### config.mk
export PLATFORM = sky130hd
export DESIGN_NAME = tlc_phase_scheduler
export DESIGN_NICKNAME = d
export VERILOG_FILES = /design/src/rtl/tlc_phase_scheduler.sv
export SDC_FILE = /design/constraint.sdc
export NUM_CORES = 1
export LEC_CHECK = 0
export CAP_MARGIN = 0
export CORE_AREA = 2 2 49 73
export CTS_BUF_LIST = sky130_fd_sc_hd__clkbuf_4 sky130_fd_sc_hd__clkbuf_8 sky130_fd_sc_hd__clkbuf_16
export CTS_CLUSTER_DIAMETER = 100
export DETAILED_ROUTE_END_ITERATION = 6
export DIE_AREA = 0 0 51 75
export PLACE_DENSITY_LB_ADDON = 0.15
export SYNTH_ARGS = -nofsm -noshare
export SYNTH_HDL_FRONTEND = slang
export SYNTH_SLANG_ARGS = --single-unit
### constraint.sdc
create_clock -name clk -period 2.1 [get_ports clk]
set_clock_uncertainty 0.15 [all_clocks]
set_input_delay 0.63 -clock clk [delete_from_list [all_inputs] [get_ports clk]]
set_output_delay 0.63 -clock clk [all_outputs]
set_load 0.01 [all_outputs]
### src/rtl/tlc_phase_scheduler.sv
// tlc_phase_scheduler
//   Timed, demand-responsive phase sequencer for a two-approach intersection
//   (East-West / North-South). Dwell in each phase is counted on an external
//   timebase tick. An all-red clearance separates conflicting greens.
//   Pedestrian requests are latched, the controller rests in EW green while
//   NS has no demand, and emergency preemption is supported.
//
// Ports
//   clk            clock
//   rst            synchronous, active-high reset
//   tick           single-cycle timebase enable for the dwell counter
//   car_ns         NS vehicle detector (level)
//   ped_ew/ped_ns  pedestrian buttons (pulse or level), latched internally
//   emerg_req      preemption request (level, held by requester)
//   emerg_dir      preempt direction, 0=EW 1=NS, sampled when accepted
//   EW, NS         lamp buses {G,Y,R}
//   walk_ew/ns     walk indications
//   phase          current state code
//   preempt_active high while in PRE_G
module tlc_phase_scheduler #(
    parameter int CNT_W     = 8,
    parameter int MIN_GREEN = 10,
    parameter int NS_GREEN  = 20,
    parameter int YELLOW    = 4,
    parameter int ALL_RED   = 2
) (
    input  logic       clk,
    input  logic       rst,
    input  logic       tick,
    input  logic       car_ns,
    input  logic       ped_ew,
    input  logic       ped_ns,
    input  logic       emerg_req,
    input  logic       emerg_dir,
    output logic [2:0] EW,
    output logic [2:0] NS,
    output logic       walk_ew,
    output logic       walk_ns,
    output logic [2:0] phase,
    output logic       preempt_active
);

    typedef enum logic [2:0] {
        EW_G  = 3'd0,
        EW_Y  = 3'd1,
        AR1   = 3'd2,
        NS_G  = 3'd3,
        NS_Y  = 3'd4,
        AR2   = 3'd5,
        PRE_G = 3'd6
    } state_t;

    // A configured NS green shorter than the minimum green is stretched.
    localparam int NS_G_LEN = (NS_GREEN < MIN_GREEN) ? MIN_GREEN : NS_GREEN;

    localparam logic [CNT_W-1:0] CNT_MAX   = '1;
    localparam logic [CNT_W-1:0] MIN_LAST  = CNT_W'(MIN_GREEN - 1);
    localparam logic [CNT_W-1:0] NSG_LAST  = CNT_W'(NS_G_LEN - 1);
    localparam logic [CNT_W-1:0] Y_LAST    = CNT_W'(YELLOW - 1);
    localparam logic [CNT_W-1:0] AR_LAST   = CNT_W'(ALL_RED - 1);

    localparam logic [2:0] LAMP_G = 3'b100;
    localparam logic [2:0] LAMP_Y = 3'b010;
    localparam logic [2:0] LAMP_R = 3'b001;

    state_t           state, nxt;
    logic [CNT_W-1:0] cnt;
    logic             pre_dir, nxt_dir;
    logic             ped_ew_latch, ped_ns_latch;
    logic             walk_ew_flag, walk_ns_flag;
    logic             ns_demand, exp_y, exp_ar, exp_nsg, min_done;
    logic             enter_ew_g, enter_ns_g;

    function automatic logic [2:0] lamp_ew(input state_t s, input logic d);
        case (s)
            EW_G:    lamp_ew = LAMP_G;
            EW_Y:    lamp_ew = LAMP_Y;
            PRE_G:   lamp_ew = d ? LAMP_R : LAMP_G;
            default: lamp_ew = LAMP_R;
        endcase
    endfunction

    function automatic logic [2:0] lamp_ns(input state_t s, input logic d);
        case (s)
            NS_G:    lamp_ns = LAMP_G;
            NS_Y:    lamp_ns = LAMP_Y;
            PRE_G:   lamp_ns = d ? LAMP_G : LAMP_R;
            default: lamp_ns = LAMP_R;
        endcase
    endfunction

    always_comb begin
        ns_demand = car_ns | ped_ns_latch;
        exp_y     = tick && (cnt == Y_LAST);
        exp_ar    = tick && (cnt == AR_LAST);
        exp_nsg   = tick && (cnt == NSG_LAST);
        min_done  = tick && (cnt >= MIN_LAST);

        nxt     = state;
        nxt_dir = pre_dir;
        case (state)
            // Preemption outranks demand and bypasses min-green and tick.
            EW_G: begin
                if (emerg_req)
                    nxt = emerg_dir ? EW_Y : PRE_G;
                else if (min_done && ns_demand)
                    nxt = EW_Y;
            end
            EW_Y:  if (exp_y)  nxt = AR1;
            AR1:   if (exp_ar) nxt = emerg_req ? PRE_G : NS_G;
            NS_G: begin
                if (emerg_req)
                    nxt = emerg_dir ? PRE_G : NS_Y;
                else if (exp_nsg)
                    nxt = NS_Y;
            end
            NS_Y:  if (exp_y)  nxt = AR2;
            AR2:   if (exp_ar) nxt = emerg_req ? PRE_G : EW_G;
            PRE_G: if (!emerg_req) nxt = pre_dir ? NS_Y : EW_Y;
            default: nxt = AR2;
        endcase

        // Direction is frozen for the whole preemption once accepted.
        if (nxt == PRE_G && state != PRE_G)
            nxt_dir = emerg_dir;

        enter_ew_g = (nxt == EW_G) && (state != EW_G);
        enter_ns_g = (nxt == NS_G) && (state != NS_G);
    end

    always_ff @(posedge clk) begin
        if (rst) begin
            state          <= AR2;
            cnt            <= '0;
            pre_dir        <= 1'b0;
            ped_ew_latch   <= 1'b0;
            ped_ns_latch   <= 1'b0;
            walk_ew_flag   <= 1'b0;
            walk_ns_flag   <= 1'b0;
            EW             <= LAMP_R;
            NS             <= LAMP_R;
            walk_ew        <= 1'b0;
            walk_ns        <= 1'b0;
            phase          <= AR2;
            preempt_active <= 1'b0;
        end else begin
            state   <= nxt;
            pre_dir <= nxt_dir;

            if (nxt != state)
                cnt <= '0;
            else if (tick && cnt != CNT_MAX)
                cnt <= cnt + 1'b1;

            // A press arriving on the entry cycle is kept for the next green.
            ped_ew_latch <= ped_ew | (ped_ew_latch & ~enter_ew_g);
            ped_ns_latch <= ped_ns | (ped_ns_latch & ~enter_ns_g);

            // Walk for a green is decided once, from the latch at entry.
            if (enter_ew_g) walk_ew_flag <= ped_ew_latch;
            if (enter_ns_g) walk_ns_flag <= ped_ns_latch;

            // Outputs follow the state register one cycle later.
            EW             <= lamp_ew(state, pre_dir);
            NS             <= lamp_ns(state, pre_dir);
            walk_ew        <= (state == EW_G) && walk_ew_flag;
            walk_ns        <= (state == NS_G) && walk_ns_flag;
            phase          <= state;
            preempt_active <= (state == PRE_G);
        end
    end

endmodule

**Yosys cells after proc, flatten, opt, wreduce, memory -nomap -nowiden**

Cells that the tools add are included.

- Flip-flop bits (word level): 28
- Latch bits: 0
- Memory bits (writable): 0
- Memory bits (read-only): 0
- Output and inout bits: 12
- Word-level logic and storage cells: 70
- Memories kept: 0

- Add/sub/neg operators: 1
- Multipliers: 0
- Divide/modulo/power cells: 0
- Order comparisons: 1
- Equal/unequal tests: 15
- Shift operators: 0
- Muxes and demuxes: 18
- Bitwise gates (word level): 7
- Reductions and logical operators: 15

Operators by type and width:

| kind | count |
|---|---|
| $mux W3 | 14 |
| $pmux W3 S7 | 1 |
| $pmux W3 S3 | 2 |
| $eq A3 B3 Y1 const B | 4 |
| $logic_and A1 B1 Y1 | 11 |
| $eq A3 B2 Y1 const B | 3 |
| $add A8 B1 Y8 const B | 1 |
| $eq A8 B1 Y1 const B | 1 |
| $eq A8 B2 Y1 const B | 1 |
| $eq A8 B5 Y1 const B | 1 |
| $ge A8 B4 Y1 const B | 1 |
| $ne A8 B8 Y1 const B | 1 |
| $logic_not A3 Y1 | 2 |
| $eq A3 B1 Y1 const B | 1 |
| $ne A3 B2 Y1 const B | 1 |
| $ne A3 B3 Y1 | 1 |
| $ne A3 B3 Y1 const B | 1 |
| $or A1 B1 Y1 | 3 |
| $reduce_bool A3 Y1 | 1 |
| $and A1 B1 Y1 | 2 |
| $mux W2 | 1 |
| $not A1 Y1 | 2 |
| $reduce_or A2 Y1 | 1 |

**Longest topological paths before layout**

- Depth in word-level cells: 11
- Depth in mapped cells: 8
- Depth with buffers taken out: 8

**Worst setup path before layout**

Ideal clock, no wire load.

- Path type: input port to flip-flop
- From: input port tick
- To: register pre_dir
- Setup time: 0.126 ns
- Arrival: 1.904 ns
- Data required time: 1.824 ns
- Path slack: -0.080 ns
- Stages: 6
- Path through: and4bb_2 > a31oi_1 > a2111o_1 > a221oi_2 > mux2i_1 > nor2_1

- Cells in the longest elaborated chain, start to end: 7
- Elaborated cells between the ends (all ways): 16
- Classes of those cells: eq/ne: 1; mux: 9; reduce/logical: 6

RTL lines:

| element | line | source |
|---|---|---|
| from (decl) | 29 | `input logic tick,` |
| $logic_and A1 B1 Y1 | 97 | `min_done = tick && (cnt >= MIN_LAST);` |
| $logic_and A1 B1 Y1 | 106 | `else if (min_done && ns_demand)` |
| $mux W3 | 106 |  |
| $mux W3 | 104 | `if (emerg_req)` |
| $pmux W3 S7 (*) | 101 | `case (state)` |
| $eq A3 B3 Y1 (*) | 124 | `if (nxt == PRE_G && state != PRE_G)` |
| $logic_and A1 B1 Y1 (*) | 124 |  |
| to (signal assigned) | 148 | `pre_dir <= nxt_dir;` |
| to (decl) | 68 | `logic pre_dir, nxt_dir;` |

Mark *: on every way between the ends. The rest lies on a longest branch, timed or not.
A chain may end at the register's enable or synchronous reset.

**Worst setup path after layout**

- From: register cnt[0]
- To: register pre_dir

- Cells in the longest elaborated chain, start to end: 8
- Elaborated cells between the ends (all ways): 20
- Classes of those cells: order compare: 1; eq/ne: 4; mux: 9; reduce/logical: 6

RTL lines:

| element | line | source |
|---|---|---|
| from (decl) | 67 | `logic [CNT_W-1:0] cnt;` |
| from (signal assigned) | 153 | `cnt <= cnt + 1'b1;` |
| $ge A8 B4 Y1 | 97 |  |
| $logic_and A1 B1 Y1 | 97 |  |
| $logic_and A1 B1 Y1 | 106 |  |
| $mux W3 | 106 |  |
| $mux W3 | 104 |  |
| $pmux W3 S7 (*) | 101 |  |
| $eq A3 B3 Y1 (*) | 124 |  |
| $logic_and A1 B1 Y1 (*) | 124 |  |

Marks and branches as above.

==> run metrics <==
Tmin final=2.22 ns; htree depth=1; global route overflow=0; Main synth FF type=dfxtp_1; cts bufs inserted=3; Pleak=0.872 nW; clk sinks=28; failing checks=setup timing; RR Startpoint=cnt[0]; DIE HEIGHT=75 um; die width=51 um; WL/cell=16.6 um; Worst EP required=2.13 ns; antenna violations before repair=0; Setup crit end=pre_dir; Peak supply drop=0.000719 V; Antenna Cells=0; R2R depth=8; fraction of layout cells with a size suffix above 1=0.400; Hold Path Class=flip-flop to flip-flop; P per Cell Area=719 nW/um^2; Worst-Margin Slew=0.456 ns; Ports=20; post-synth cell types=56; gpl congestion=0.948; Avg Cell Area, Syn=8.79 um^2; CTS tree=yes; #FFs+latches synth=28; core box area=3160 um^2; Port Buffers=19; CP Launch Type=flip-flop; setup violators final=12; Slew Viols, Final=0; clk_lat worst skew=0.28 ns; Relative slew margins=0.693; DP Worst Slack=-0.674 ns; Fin. Hold Viols=0; Hold Buf Count CTS=0; number of cell rows=25; initial drt markers=43; ys async rst share=0; Worst Path Arrival=2.25 ns; largest net degree at the start of global routing=16; Starting Density=0.476; synthesized netlist cell count=171; Peak Freq=451 MHz; DR DRC count=0; DR vias=1543; final hold slack=0.321 ns; CTS Buffer Depth=2; root buffer cell=clkbuf_8; power consumption=1.62 mW; post-synthesis sequential area ratio=0.373; r2r endpoint=pre_dir; router iterations before antenna repair=7; final worst slack=-0.115 ns; Max-Cap Viols=0; Crit. Startpoint=cnt[0]; hold path depth=2; # nets final=242; gr usage total=0.253; via density per instance=5.71; Area after DPL=2000 um^2; Routed Antenna Nets=0; Post-Syn Area=1500 um^2; syn_nets=182; internal reg-to-reg setup slack=-0.12 ns; Routed WL=4480 um; full die area=3830 um^2; EDFF count, synth=0; # fillers=246; Tcrit/Tclk final=1.05; TNS Setup=-0.539 ns; WS Path Type=flip-flop to flip-flop; synth warn=0; Final Cell Area=2260 um^2; vias in the first global route=1595; first-pass GRT wire length=7230 um; Critical Path End Type=flip-flop; Area Overhead vs Synth=50.1%; CP max FO=6; status=finished, violations left; RSZ-0062 raised after global routing=true; Reg clk slew, reported paths=0.10 ns; DP HPWL=3180 um
-- synthesized netlist by cell type, drive strengths merged (2+ instances only) --
| cell | count | area share |
|---|---|---|
| dfxtp | 28 | 0.37 |
| nor2 | 26 | 0.065 |
| inv | 10 | 0.025 |
| nand2b | 9 | 0.037 |
| nand2 | 8 | 0.022 |
| nand3 | 8 | 0.027 |
| buf | 6 | 0.018 |
| xnor2 | 6 | 0.035 |
| clkbuf | 4 | 0.010 |
| mux2i | 4 | 0.027 |
| o21ai | 4 | 0.016 |
| a21oi | 3 | 0.010 |
| a31oi | 3 | 0.012 |
| ha | 3 | 0.025 |
| nand4 | 3 | 0.017 |
| nor3 | 3 | 0.013 |
| nor4 | 3 | 0.017 |
| o211ai | 3 | 0.015 |
| a211o | 2 | 0.012 |
| and4 | 2 | 0.013 |
| and4bb | 2 | 0.017 |
| nand4bb | 2 | 0.015 |
| nor4b | 2 | 0.016 |
| o22ai | 2 | 0.0083 |
| or2 | 2 | 0.0083 |
-- repair_timing --
action / 4_1_cts / 5_1_grt
buffers inserted: 4 / 3
pin swaps: 22 / 13
endpoints found under the setup margin: 13 / 13
gates resized for setup: 40 / 10
-- stage by stage --
stage / std cells / util
floorplan: 171 / -
global placement: 259 / 0.633
detailed placement: 259 / 0.633
CTS: 267 / 0.694
global route: 270 / 0.714
finish: 270 / 0.714
-- critical path, stage by stage, from the launching register on --
cell       delay, ns
dfxtp_4         0.38
ha_4            0.17
and4bb_4        0.24
a2111oi_4       0.43
a211oi_4        0.12
buf_4           0.17
a221oi_2        0.19
mux2i_1         0.21
nor2_1          0.05
-- placed cells by master (no fill, tap or decap), types with 3 or more instances in the layout --
cell type        count
dfxtp_1             24
nand3_1              8
o211ai_1             3
nor2_1              22
buf_4               44
clkdlybuf4s50_1     16
nand2b_1             9
nand2_2              3
buf_2                3
nor2_2               3
clkbuf_8             4
inv_1                8
nand2_1              5
mux2i_1              4
xnor2_1              5
-- how the worst min path moves through the flow --
stage / slack, ns / startpoint / end
final: 0.32 / walk_ns_flag / walk_ns
after detailed placement: 0.30 / walk_ns_flag / walk_ns
after global routing: 0.34 / walk_ns_flag / walk_ns
after global placement: 0.29 / walk_ns_flag / walk_ns
after CTS: 0.31 / walk_ns_flag / walk_ns
after floorplan: 0.27 / walk_ns_flag / walk_ns
-- kinds of logic after synthesis --
group	after synthesis	share of synthesized area
simple gates	77	0.305
compound gates	31	0.169
flops	28	0.373
buf+inv	20	0.0533
xor+xnor	7	0.0408
mux	5	0.0341
fa+ha+maj	3	0.0250
-- routing by layer --
| metal | routed length [um] | up-vias | part of all wire | track usage |
|---|---|---|---|---|
| met3 | 159 | 20 | 0.036 | 0.0278 |
| met4 | 194 | 0 | 0.043 | 0.144 |
| met2 | 2560 | 62 | 0.57 | 0.517 |
| met1 | 1560 | 730 | 0.35 | 0.236 |
| met5 | 0 | - | 0 | 0 |
| li1 | - | 731 | - | - |
-- power by group --
group	switching [mW]	total [mW]	internal (mW)	leakage [nW]
Combinational	0.318	0.662	0.344	0.613
Sequential	0.0469	0.621	0.574	0.230
Clock	0.171	0.340	0.168	0.0288
-- final cells by class --
type	instances	area, um^2	area share
Clock buffer	4	55.1	0.0244
Inverter	10	40.0	0.0177
Multi-Input combinational cell	123	1010	0.449
Sequential cell	28	571	0.253
Tap cell	40	50.0	0.0222
Timing Repair Buffer	65	528	0.234
-- sequential cells by signal, indices dropped and copies added, names as in the netlist --
signal and count:
walk_ew_flag 1, NS 3, ped_ew_latch 1, EW 3, cnt 8, preempt_active 1
walk_ns_flag 1, pre_dir 1, state 3, ped_ns_latch 1, walk_ew 1, walk_ns 1
phase 3
No activity file was read; power rests on OpenSTA's default activity.
